[config.mk]
export PLATFORM = sky130hd
export DESIGN_NAME = smc_rd_burst_sched
export DESIGN_NICKNAME = d
export VERILOG_FILES = /design/src/rtl/bmd_mc_defs.sv /design/src/rtl/smc_burst_calc.sv /design/src/rtl/smc_rd_burst_sched.sv
export SDC_FILE = /design/constraint.sdc
export NUM_CORES = 1
export LEC_CHECK = 0
export CORE_UTILIZATION = 47
export CTS_BUF_LIST = sky130_fd_sc_hd__clkbuf_4 sky130_fd_sc_hd__clkbuf_8
export CTS_CLUSTER_SIZE = 28
export DETAILED_ROUTE_END_ITERATION = 8
export GPL_ROUTABILITY_DRIVEN = 0
export GPL_TIMING_DRIVEN = 1
export PLACE_DENSITY_LB_ADDON = 0.15
export SLEW_MARGIN = 20
export SYNTH_ARGS = -nofsm -noshare
export SYNTH_HDL_FRONTEND = slang
export SYNTH_SLANG_ARGS = --single-unit
[constraint.sdc]
create_clock -name clk -period 4.6 [get_ports clk]
set_input_delay 0.46 -clock clk [delete_from_list [all_inputs] [get_ports clk]]
set_output_delay 0.46 -clock clk [all_outputs]
set_load 0.05 [all_outputs]
[src/rtl/bmd_mc_defs.sv]
// Shared definitions for the SMC master-side schedulers.
// Holds the default bus widths, the address / burst-length types, the
// scheduler state encoding and a constant-foldable clog2 helper that is used
// in parameter and port-width expressions.
package bmd_mc_defs;

  localparam int unsigned SMC_ADDR_W    = 32;
  localparam int unsigned SMC_LEN_W     = 16;
  localparam int unsigned SMC_BURST_MAX = 16;

  // Ceiling log2; returns 0 for inputs of 0 or 1.
  function automatic int unsigned clog2(input int unsigned value);
    int unsigned      res;
    longint unsigned  pow;
    res = 0;
    pow = 64'd1;
    while (pow < longint'(value)) begin
      pow = pow << 1;
      res = res + 1;
    end
    return res;
  endfunction

  typedef logic [SMC_ADDR_W-1:0]                 smc_addr_t;
  typedef logic [clog2(SMC_BURST_MAX)-1:0]       smc_trn_max_len_t;

  typedef enum logic [1:0] {
    SCHED_IDLE  = 2'd0,
    SCHED_ISSUE = 2'd1,
    SCHED_DRAIN = 2'd2
  } sched_state_t;

endpackage

[src/rtl/smc_burst_calc.sv]
// Combinational burst sizing for SMC read/write schedulers.
// A burst never crosses a BURST_MAX-aligned boundary and never exceeds the
// words still to be transferred.
// Ports:
//   addr_lo_i  low clog2(BURST_MAX) bits of the current word address
//   rem_i      words still to be transferred
//   beats_o    beats in the next burst (0 when rem_i is 0)
//   s_len_o    beats_o - 1, the SMC burst length encoding
module smc_burst_calc
  import bmd_mc_defs::*;
#(
  parameter  int unsigned LEN_W     = 16,
  parameter  int unsigned BURST_MAX = 16,
  localparam int unsigned BW        = clog2(BURST_MAX)
) (
  input  logic [BW-1:0]    addr_lo_i,
  input  logic [LEN_W-1:0] rem_i,
  output logic [BW:0]      beats_o,
  output logic [BW-1:0]    s_len_o
);

  logic [BW:0]      room_s;
  logic [LEN_W-1:0] room_ext_s;

  // Beats left before the next aligned boundary, clipped to the remaining count.
  always_comb begin
    room_s     = (BW+1)'(BURST_MAX) - {1'b0, addr_lo_i};
    room_ext_s = LEN_W'(room_s);
    if (rem_i < room_ext_s) begin
      beats_o = rem_i[BW:0];
    end else begin
      beats_o = room_s;
    end
    // A full BURST_MAX burst has zero low bits, so the subtraction wraps to all ones.
    s_len_o = beats_o[BW-1:0] - BW'(1);
  end

endmodule

[src/rtl/smc_rd_burst_sched.sv]
// Read-request scheduler in front of one SMC read master port.
// Takes one long read command (start word address, word count), splits it
// into BURST_MAX-aligned bursts, keeps at most MAX_OUTST bursts in flight and
// watches the returning data handshake for last beats to know when the whole
// command has completed.
// Ports:
//   clk, rst                       clock, synchronous active-high reset
//   req_addr/req_len/req_valid     command in; req_ready high while idle
//   s_addr/s_len/s_avalid/s_aready burst address channel (s_len = beats-1)
//   d_valid/d_ready/d_last         observed data channel (monitor only)
//   busy                           command in progress
//   done                           one-cycle completion pulse
//   err                            sticky: last beat seen with nothing in flight
//   outst                          bursts issued but not yet terminated
// All outputs decode from registers only.
module smc_rd_burst_sched
  import bmd_mc_defs::*;
#(
  parameter  int unsigned ADDR_W    = 32,
  parameter  int unsigned LEN_W     = 16,
  parameter  int unsigned BURST_MAX = 16,
  parameter  int unsigned MAX_OUTST = 4,
  localparam int unsigned BW        = clog2(BURST_MAX),
  localparam int unsigned OW        = clog2(MAX_OUTST + 1)
) (
  input  logic              clk,
  input  logic              rst,
  input  logic [ADDR_W-1:0] req_addr,
  input  logic [LEN_W-1:0]  req_len,
  input  logic              req_valid,
  output logic              req_ready,
  output logic [ADDR_W-1:0] s_addr,
  output logic [BW-1:0]     s_len,
  output logic              s_avalid,
  input  logic              s_aready,
  input  logic              d_valid,
  input  logic              d_ready,
  input  logic              d_last,
  output logic              busy,
  output logic              done,
  output logic              err,
  output logic [OW-1:0]     outst
);

  sched_state_t      state_q, state_d;
  logic [ADDR_W-1:0] addr_q, addr_d;
  logic [LEN_W-1:0]  rem_q, rem_d;
  logic [OW-1:0]     outst_q, outst_d;
  logic              done_q, done_d;
  logic              err_q, err_d;

  logic [BW:0]       beats_s;
  logic [BW-1:0]     blen_s;
  logic              avalid_s;
  logic              accept_s;
  logic              term_s;
  logic              term_ok_s;

  smc_burst_calc #(
    .LEN_W     (LEN_W),
    .BURST_MAX (BURST_MAX)
  ) u_calc (
    .addr_lo_i (addr_q[BW-1:0]),
    .rem_i     (rem_q),
    .beats_o   (beats_s),
    .s_len_o   (blen_s)
  );

  // Next-state, outstanding-burst accounting and error flag.
  always_comb begin
    state_d = state_q;
    addr_d  = addr_q;
    rem_d   = rem_q;
    done_d  = 1'b0;
    err_d   = err_q;

    avalid_s  = (state_q == SCHED_ISSUE) && (outst_q < OW'(MAX_OUTST));
    accept_s  = avalid_s && s_aready;
    term_s    = d_valid && d_ready && d_last;
    // A stray last with nothing in flight is flagged, not counted.
    term_ok_s = term_s && (outst_q != {OW{1'b0}});

    if (accept_s && !term_ok_s) begin
      outst_d = outst_q + OW'(1);
    end else if (term_ok_s && !accept_s) begin
      outst_d = outst_q - OW'(1);
    end else begin
      outst_d = outst_q;
    end

    case (state_q)
      SCHED_IDLE: begin
        if (req_valid) begin
          addr_d = req_addr;
          rem_d  = req_len;
          err_d  = 1'b0;
          if (req_len == {LEN_W{1'b0}}) begin
            done_d = 1'b1;
          end else begin
            state_d = SCHED_ISSUE;
          end
        end else begin
          state_d = SCHED_IDLE;
        end
      end
      SCHED_ISSUE: begin
        if (accept_s) begin
          addr_d = addr_q + ADDR_W'(beats_s);
          rem_d  = rem_q - LEN_W'(beats_s);
          if (rem_q == LEN_W'(beats_s)) begin
            state_d = SCHED_DRAIN;
          end else begin
            state_d = SCHED_ISSUE;
          end
        end else begin
          state_d = SCHED_ISSUE;
        end
      end
      SCHED_DRAIN: begin
        // Finish in the same cycle the final last beat lands.
        if (outst_d == {OW{1'b0}}) begin
          state_d = SCHED_IDLE;
          done_d  = 1'b1;
        end else begin
          state_d = SCHED_DRAIN;
        end
      end
      default: begin
        state_d = SCHED_IDLE;
      end
    endcase

    // Error set wins over the clear from a command accepted in the same cycle.
    if (term_s && !term_ok_s) begin
      err_d = 1'b1;
    end else begin
      err_d = err_d;
    end
  end

  // State and datapath registers.
  always_ff @(posedge clk) begin
    if (rst) begin
      state_q <= SCHED_IDLE;
      addr_q  <= {ADDR_W{1'b0}};
      rem_q   <= {LEN_W{1'b0}};
      outst_q <= {OW{1'b0}};
      done_q  <= 1'b0;
      err_q   <= 1'b0;
    end else begin
      state_q <= state_d;
      addr_q  <= addr_d;
      rem_q   <= rem_d;
      outst_q <= outst_d;
      done_q  <= done_d;
      err_q   <= err_d;
    end
  end

  assign req_ready = (state_q == SCHED_IDLE);
  assign busy      = (state_q != SCHED_IDLE);
  assign s_avalid  = avalid_s;
  assign s_addr    = addr_q;
  assign s_len     = blen_s;
  assign outst     = outst_q;
  assign done      = done_q;
  assign err       = err_q;

endmodule

==> metrics.cfg, run 1 <==
[power]
p_total_w=0.00211
power.density_nw_per_um2=392
p_leak_nw=1.98
ir_worst_vdd_uv=279

[logic_synthesis]
synthArstFlopShare_pct=0
synth_fp_nets=615
synth_most_common_cell=nor2_1
ys.flop_type=dfxtp_1
synthTopCellsByCount=nor2_1, dfxtp_1, nand2_1
syn_area_um2=4030
synth_top_area_share_pct=27.3
yosysWarnings=0
synth_area_leader_cell=dfxtp_1
yosys_register_bits=55
ys_types=74
synth_cells=547
yosysSeqAreaShare_pct=27.3
synth-edff-count=0
syn_avg_cell_area_um2=7.37
synth_area_leaders=dfxtp_1, nor2_1, nand2_1

[global_route]
grt_pass1_wl_um=20400
met1_usage_pct=38.1
antenna_found_initial=0
grt_overflow=0
grtUsageMet2_pct=46.8
busiest_layer=met2
grt_max_degree=40
track_usage_pct=28.3
use_met3_pct=5.07
grt_pass1_vias=4219

[route]
drt_wl_total_um=12500
wl_per_cell_um=16.8
drtIter0Drc=282
viasPerCell=6.18
drt.antenna.violating_nets=0
first_pass_iters=5
via_count=4616
drcViolationCount=0

[sta]
tns_ns=0
maxSlewHeadroom_pct=30.9
period_minus_slack_ns=4.45
worst_pin_slew_ns=1.03
drv_slew=0
rsz0062_at_grt=yes
final_hold_viol_count=0
fmax_ghz=0.225
fin_ws_ns=0.153
holdWs_ns=0.470
fin_crit_sh_pct=96.7
setup_viol=0
finClkSkew_ns=0.00628

[clocking]
tritoncts=built
cts_buffer_depth=2
clock-sinks=55
holdBufCountCts=0
root_buffer=clkbuf_8
clkTransAtPathRegs_ns=0.10
cts_made_buffers=5
clk_latency_ns=0.32
cts_max_level=2

[placement]
hpwlAfterDp_um=8890
place_ws_ns=0.0640
port_buffers=98

[min_path]
hold_path_class=flip-flop to flip-flop

[setup_path]
worstSetupPathType=flip-flop to flip-flop
startpoint_type=flip-flop
crit_required_ns=4.83
critPathArrivalTime_ns=4.67
setup.worst_path.end_class=flip-flop
crit_fanout=9

[floorplan]
start_util_pct=48.8
pin_count=99
core_area_um2=8260
dieArea_um2=8950
die_h_um=94.6
rows=33
die_w_um=94.6

[final_layout]
utilization_pct=65.2
nNetsFinal=709
regArea_um2=1110
fill_cells=726
area_growth_pct=33.5
multi_input_area_um2=2800
antenna_cells=0
drive_gt1_share_pct=11.1

[outcome]
status=complete, no violations

[flow_run]
drv_cap=0

-- kinds of logic after synthesis --
kind of cell / synth area share [%]
flops: 27.3
fa+ha+maj: 5.65
xor+xnor: 2.39
buf+inv: 5.49
simple gates: 31.0
compound gates: 26.9
mux: 1.27
-- path summary, 6_finish.rpt --
path	startpoint	to	slack, ns	cells after the start
worst max-delay path	s_addr[1]	s_addr[18]	0.15	19
worst min-delay path	err	err	0.47	2
worst max register to register	s_addr[1]	s_addr[18]	0.15	19
worst min register to register	err	err	0.47	2
-- placed cells by master, fill, tap and decap left out, types with 12 or more instances in the layout --
cell type        netlist  layout
inv_1                 18      16
o21ai_0               22      21
nor2_1                83      80
and3_1                12      12
dfxtp_1               55      51
buf_4                  1      24
clkdlybuf4s50_1        0      97
a21oi_1               33      32
nand3_1               16      16
nor4_1                14      14
nand2_1               53      52
a211oi_1              23      21
nor3_1                20      20
-- state kept, by name (all words and copies together) (netlist names) --
name and flops:
rem_q 16, outst 3, err 1, done 1, s_addr 32, state_q 2
-- metrics by stage --
step | instances | instance area [um2]
4_1_cts | 744 | 5330
3_3_place_gp | 736 | 5220
6_report | 747 | 5380
2_1_floorplan | 547 | 4120
3_5_place_dp | 736 | 5220
5_1_grt | 747 | 5380
-- repair_timing --
action,CTS,global route
buffers inserted,0,3
setup endpoints to repair,0,34
gates resized for setup,0,6
-- worst max-delay path: stages, from the launching register on --
cell      delay, ns
dfxtp_4        0.39
inv_2          0.10
ha_4           0.16
nand2_2        0.08
ha_1           0.27
nor2b_1        0.14
a2111o_1       0.47
nor2_1         0.30
nor2_1         0.07
a21oi_1        0.23
inv_1          0.08
ha_1           0.39
nand2_1        0.11
nor4_1         0.35
nor3b_2        0.11
maj3_2         0.39
nor4_4         0.15
buf_4          0.20
a21oi_1        0.07
a311oi_1       0.26
-- power by group --
part           internal, W  switching (W)
logic             0.000466       0.000693
clock network     0.000175       0.000171
registers         0.000531      0.0000760
-- per-layer routing --
metal | routed length [um] | vias up
met2 | 5930 | 185
met1 | 5670 | 2194
met3 | 812 | 16
met4 | 133 | 0
met5 | 0 | -
li1 | - | 2221
-- layout make-up --
class	instances	area share, %
Sequential cell	55	20.6
Timing Repair Buffer	122	21.5
Inverter	18	1.26
Multi-Input combinational cell	439	52.1
Clock inverter	1	0.558
Clock buffer	7	1.56
Tap cell	105	2.44
No activity file was read; power rests on OpenSTA's default activity.
==> inputs of run 2 (changes only) <==
--- a/config.mk
+++ b/config.mk
@@ -5,8 +5,8 @@
 export SDC_FILE = /design/constraint.sdc
 export NUM_CORES = 1
 export LEC_CHECK = 0
-export CORE_UTILIZATION = 47
-export CTS_BUF_LIST = sky130_fd_sc_hd__clkbuf_4 sky130_fd_sc_hd__clkbuf_8
+export CORE_UTILIZATION = 46
+export CTS_BUF_LIST = sky130_fd_sc_hd__clkbuf_16
 export CTS_CLUSTER_SIZE = 28
 export DETAILED_ROUTE_END_ITERATION = 8
 export GPL_ROUTABILITY_DRIVEN = 0
==> metrics.cfg, run 2 (synthesis gave the netlist of run 1 again) <==
[setup_path]
crit_required_ns=4.14  ; -0.69 ns
reg2reg_slack_ns=0.20  ; +0.05 ns
path_buf_inv=6  ; +3
cp_common_cell=inv_1
worstSetupPathType=flip-flop to output pin
critical-path-slowest-cell=clkdlybuf4s50_1
setup.worst_path.end_class=output pin
cp_cell_sequence=inv_1, ha_4, inv_1, ha_4, a211oi_2, nor4_4, or2_4, buf_4, mux2i_1, buf_4, ha_1, inv_1, clkdlybuf4s50_1
slowest_delay_ns=0.79  ; +0.32 ns
startpoint_type=flip-flop
critPathArrivalTime_ns=3.96  ; -0.71 ns
crit_fanout=11  ; +2
cp_top_family=buffers and inverters

[clocking]
cts_made_buffers=5  ; unchanged
tritoncts=built
clkTransAtPathRegs_ns=0.07  ; -0.03 ns
cts_buffer_depth=2  ; unchanged
clk_latency_ns=0.30  ; -0.02 ns
holdBufCountCts=0  ; unchanged
clock-sinks=55  ; unchanged
cts_max_level=2  ; unchanged
root_buffer=clkbuf_16

[final_layout]
area_growth_pct=34.3
layout_commonest_cell=clkdlybuf4s50_1
fill_cells=753  ; +3.7%
nNetsFinal=707  ; -0.28%
stdcell_area_um2=5410  ; +0.58%
antenna_cells=0  ; unchanged
final_cell_mix=clkdlybuf4s50_1, nor2_1, nand2_1, dfxtp_1, a21oi_1
regArea_um2=1110  ; unchanged
drive_gt1_share_pct=11.1  ; +0.035 points
multi_input_area_um2=2820  ; +0.62%
largest_register_ffs=32  ; unchanged

[route]
drtIter0Drc=336  ; +19%
viasPerCell=6.04  ; -2.2%
via_count=4502  ; -2.5%
first_pass_iters=5  ; unchanged
drt_wl_total_um=12500  ; -0.64%
drt.antenna.violating_nets=0  ; unchanged
wl_per_cell_um=16.7  ; -0.37%
drcViolationCount=0  ; unchanged

[global_route]
track_usage_pct=27.8  ; -0.50 points
antenna_found_initial=0  ; unchanged
grt_overflow=0  ; unchanged
grt_max_degree=40  ; unchanged
grt_pass1_vias=4295  ; +1.8%
grt_pass1_wl_um=20100  ; -1.5%

[placement]
place_ws_ns=-0.0173  ; -0.0813 ns
port_buffers=98  ; unchanged
dpl-instance-area_um2=5210  ; -0.14%
hpwlAfterDp_um=8900  ; +0.16%

[floorplan]
start_util_pct=48.3  ; -0.48 points
core_area_um2=8340  ; +1.0%
die_w_um=95.6  ; +1.1%
dieArea_um2=9150  ; +2.1%
die_h_um=95.6  ; +1.1%
pin_count=99  ; unchanged
rows=33  ; unchanged

[sta]
drv_slew=0  ; unchanged
setup_viol=0  ; unchanged
finClkSkew_ns=0.00649  ; +0.000212 ns
period_minus_slack_ns=4.42  ; -0.0277 ns
rsz0062_at_grt=no
worst_pin_slew_ns=0.843  ; -0.189 ns
fin_crit_sh_pct=96.1  ; -0.60 points
final_hold_viol_count=0  ; unchanged
fin_ws_ns=0.181  ; +0.0277 ns
fmax_ghz=0.226  ; +0.63%
maxSlewHeadroom_pct=43.7  ; +13 points

[power]
power_frac_comb_pct=53.9  ; -1.0 points
p_sw_w=0.000955  ; +1.6%
ir_worst_vdd_uv=210  ; -25%
p_sw_share_pct=44.5  ; about the same
power.density_nw_per_um2=396  ; +1.0%
power.share.clock_pct=17.9  ; +1.5 points
internal_power_w=0.00119  ; +1.6%
p_leak_nw=1.99  ; +0.29%
pwr-share-seq_pct=28.3  ; -0.4 points

[flow_run]
drv_cap=0  ; unchanged

[min_path]
hold_path_class=flip-flop to flip-flop

[outcome]
status=complete, no violations

-- run 2: area by class of cell --
type                       count  share of cell area, %
inverter                      18                   1.29
sequential                    55                   20.5
multi-input combinational    439                   52.1
tap                          105                   2.43
timing repair buffer         120                   21.1
clock buffer                   5                   2.31
clock inverter                 3                  0.300
-- run 2: worst reg2reg max path, delay by kind of cell, from the launching register on --
kind	cells	cell delay, ns
flops	1	0.38
simple gates	7	1.23
fa+ha+maj	5	1.18
compound gates	5	0.98
mux	1	0.30
buf+inv	3	0.24
-- run 2: layer usage --
layer  vias to the layer above  wire length, um  track usage [%]  share of wire, %
met2                       164             6000             46.7                48
met1                      2113             5610             36.6                45
met5                         -                0                0                 0
met4                         0              140             8.33               1.1
li1                       2210                -                -                 -
met3                        15              719             4.31               5.8
-- run 2: timing repair --
action / in CTS / in global routing
endpoints found under the setup margin: 4 / 29
pin swaps: 2 / 3
resized for setup: 1 / 11
buffers inserted: 2 / 0
-- run 2: power groups by stage --
stage / registers [W] / clock network (W) / logic (W)
2_1_floorplan: 0.000709 / 0 / 0.000683
3_3_place_gp: 0.000611 / 0 / 0.00110
3_5_place_dp: 0.000613 / 0 / 0.00111
4_1_cts: 0.000603 / 0.000387 / 0.00112
5_1_grt: 0.000613 / 0.000405 / 0.00125
6_report: 0.000606 / 0.000383 / 0.00116
-- run 2: worst paths after layout --
path,from,end,cells past startpoint
worst min register to register,err,err,2
worst min-delay path,err,err,2
worst max-delay path,s_addr[0],s_len[1],13
worst max register to register,s_addr[0],rem_q[14],21
-- run 2: through the flow --
stage	cells	hold WS, ns	total power (W)	util [%]	TNS (ns)
2_1_floorplan	547	0.476	0.00139	-	-0.00868
3_3_place_gp	735	0.446	0.00171	62.5	0
3_5_place_dp	735	0.471	0.00173	62.5	-0.0173
4_1_cts	745	0.486	0.00211	64.3	0
5_1_grt	745	0.523	0.00226	64.9	0
6_report	745	0.479	0.00215	64.9	0
==> inputs of run 3 (changes only) <==
--- a/config.mk
+++ b/config.mk
@@ -5,7 +5,8 @@
 export SDC_FILE = /design/constraint.sdc
 export NUM_CORES = 1
 export LEC_CHECK = 0
-export CORE_UTILIZATION = 46
+export CORE_ASPECT_RATIO = 0.7
+export CORE_UTILIZATION = 54
 export CTS_BUF_LIST = sky130_fd_sc_hd__clkbuf_16
 export CTS_CLUSTER_SIZE = 28
 export DETAILED_ROUTE_END_ITERATION = 8
==> constraint.sdc (replaced) <==
create_clock -name clk -period 5.63 [get_ports clk]
set_input_delay 0.563 -clock clk [delete_from_list [all_inputs] [get_ports clk]]
set_output_delay 0.563 -clock clk [all_outputs]
set_load 0.05 [all_outputs]
==> metrics.cfg, run 3 (synthesis gave the netlist of run 1 again) <==
[setup_path]
critPathArrivalTime_ns=5.33  ; +1.37 ns
setup.worst_path.end_class=flip-flop
critical-path-slowest-cell=dfxtp_1
startpoint_type=flip-flop
worstSetupPathType=flip-flop to flip-flop
slowest_delay_ns=0.47  ; -0.32 ns
crit_fanout=13  ; +2
crit_required_ns=5.85  ; +1.71 ns
cp_cell_sequence=inv_1, ha_1, inv_1, ha_1, a211oi_1, nor4_4, or2_4, nor2_1, a21oi_2, inv_1, ha_1, inv_1, ha_1, o31ai_1, a31oi_1, maj3_1, mux2_2, nor2_1, nand2_1, or4_1, a21oi_1

[route]
viasPerCell=6.39  ; +5.8%
drt_wl_total_um=12200  ; -2.3%
first_pass_iters=6  ; +1
drcViolationCount=0  ; unchanged
wl_per_cell_um=16.8  ; +0.65%
via_count=4621  ; +2.6%
drt.antenna.violating_nets=0  ; unchanged
drtIter0Drc=412  ; +23%

[floorplan]
die_h_um=74.3  ; -22%
core_area_um2=6980  ; -16%
dieArea_um2=7820  ; -14%
pin_count=99  ; unchanged
die_w_um=105  ; +10%
start_util_pct=57.8  ; +9.5 points
rows=25  ; -24%

[global_route]
grt_max_degree=61  ; +53%
antenna_found_initial=0  ; unchanged
grt_pass1_vias=4119  ; -4.1%
track_usage_pct=31.3  ; +3.5 points
grt_pass1_wl_um=19900  ; -1.0%
grt_overflow=0  ; unchanged

[placement]
hpwlAfterDp_um=8720  ; -2.0%
dpl-instance-area_um2=5050  ; -3.0%
place_inst=714  ; -2.9%
port_buffers=98  ; unchanged

[flow_run]
drv_cap=0  ; unchanged

[final_layout]
multi_input_area_um2=2720  ; -3.7%
layout.cells.non_filler=723  ; -3.0%
area_growth_pct=29.0
drive_gt1_share_pct=6.36  ; -4.7 points
fill_cells=538  ; -29%
nNetsFinal=696  ; -1.6%
final_cell_mix=clkdlybuf4s50_1, nor2_1, dfxtp_1, nand2_1, a21oi_1
layout_commonest_cell=clkdlybuf4s50_1
regArea_um2=1100  ; -0.79%
antenna_cells=0  ; unchanged
largest_register_ffs=32  ; unchanged
stdcell_area_um2=5200  ; -3.9%

[clocking]
tritoncts=built
clk_latency_ns=0.30  ; about the same
clkTransAtPathRegs_ns=0.07  ; about the same
clock-sinks=55  ; unchanged
cts_made_buffers=5  ; unchanged
cts_max_level=2  ; unchanged
cts_buffer_depth=2  ; unchanged
root_buffer=clkbuf_16

[power]
p_sw_share_pct=44.9  ; +0.34 points
ir_worst_vdd_uv=167  ; -20%
internal_power_w=0.000926  ; -22%
p_leak_nw=1.92  ; -3.3%
p_sw_w=0.000753  ; -21%
power.density_nw_per_um2=323  ; -19%
pwr-share-seq_pct=29.4  ; +1.1 points
power_frac_comb_pct=52.0  ; -1.9 points
power.share.clock_pct=18.6  ; +0.7 points

[sta]
fin_crit_sh_pct=90.7
fmax_ghz=0.196
period_minus_slack_ns=5.11
worst_pin_slew_ns=0.860  ; +0.0168 ns
drv_slew=0  ; unchanged
tns_ns=0  ; unchanged
rsz0062_at_grt=no
final_hold_viol_count=0  ; unchanged
setup_viol=0  ; unchanged
finClkSkew_ns=0.00746  ; +0.000966 ns
maxSlewHeadroom_pct=42.5  ; -1.1 points

[min_path]
hold_path_class=flip-flop to flip-flop

[outcome]
status=complete, no violations

## run 3: per-stage QoR
step / util (%) / setup slack (ns) / hold slack (ns) / power (W)
finish: 74.6 / 0.522 / 0.460 / 0.00168
global route: 74.6 / 0.0399 / 0.491 / 0.00177
CTS: 74.5 / 0.482 / 0.463 / 0.00166
detailed placement: 72.4 / 0.494 / 0.454 / 0.00136
global placement: 72.4 / 0.763 / 0.442 / 0.00133
floorplan: - / 0.309 / 0.475 / 0.00111
## run 3: power by group through the flow
stage               Combinational (W)  Sequential [W]  Clock [W]
floorplan                    0.000533        0.000577          0
global placement             0.000837        0.000496          0
detailed placement           0.000858        0.000500          0
CTS                          0.000860        0.000491   0.000310
global route                 0.000941        0.000502   0.000326
finish                       0.000872        0.000494   0.000312
## run 3: final timing paths
| path | from | end | slack [ns] | cells past startpoint |
|---|---|---|---|---|
| setup / recovery | s_addr[0] | rem_q[14] | 0.52 | 21 |
| hold / removal | err | err | 0.46 | 2 |
| setup reg to reg | s_addr[0] | rem_q[14] | 0.52 | 21 |
| hold reg to reg | err | err | 0.46 | 2 |
## run 3: layer usage
layer	up-vias	track usage, %	wire length (um)
li1	2193	-	-
met1	2141	45.4	5630
met2	270	46.6	5140
met3	17	6.66	1290
met4	0	9.39	119
met5	-	0	0
## run 3: area by class of cell
type,count,share of cell area [%]
repair buffers,109,20.3
clock inverters,3,0.313
flip-flops and latches,55,21.2
multi-input cells,439,52.2
inverters,18,1.30
well taps,94,2.26
clock buffers,5,2.40
## run 3: worst max-delay path, delay by kind of cell, from the launching register on
family	cells	cell delay [ns]
AOI/OAI and AO/OA	5	0.99
DFF	1	0.47
and+or+nand+nor	6	1.26
buffers and inverters	4	0.41
muxes	1	0.32
adders and majority gates	5	1.59
## run 3: repair_timing
action                                  4_1_cts  5_1_grt
endpoints found under the setup margin        0        4
buffers inserted                              0        1
gates resized for setup                       0        1
hold buffers                                  0        0
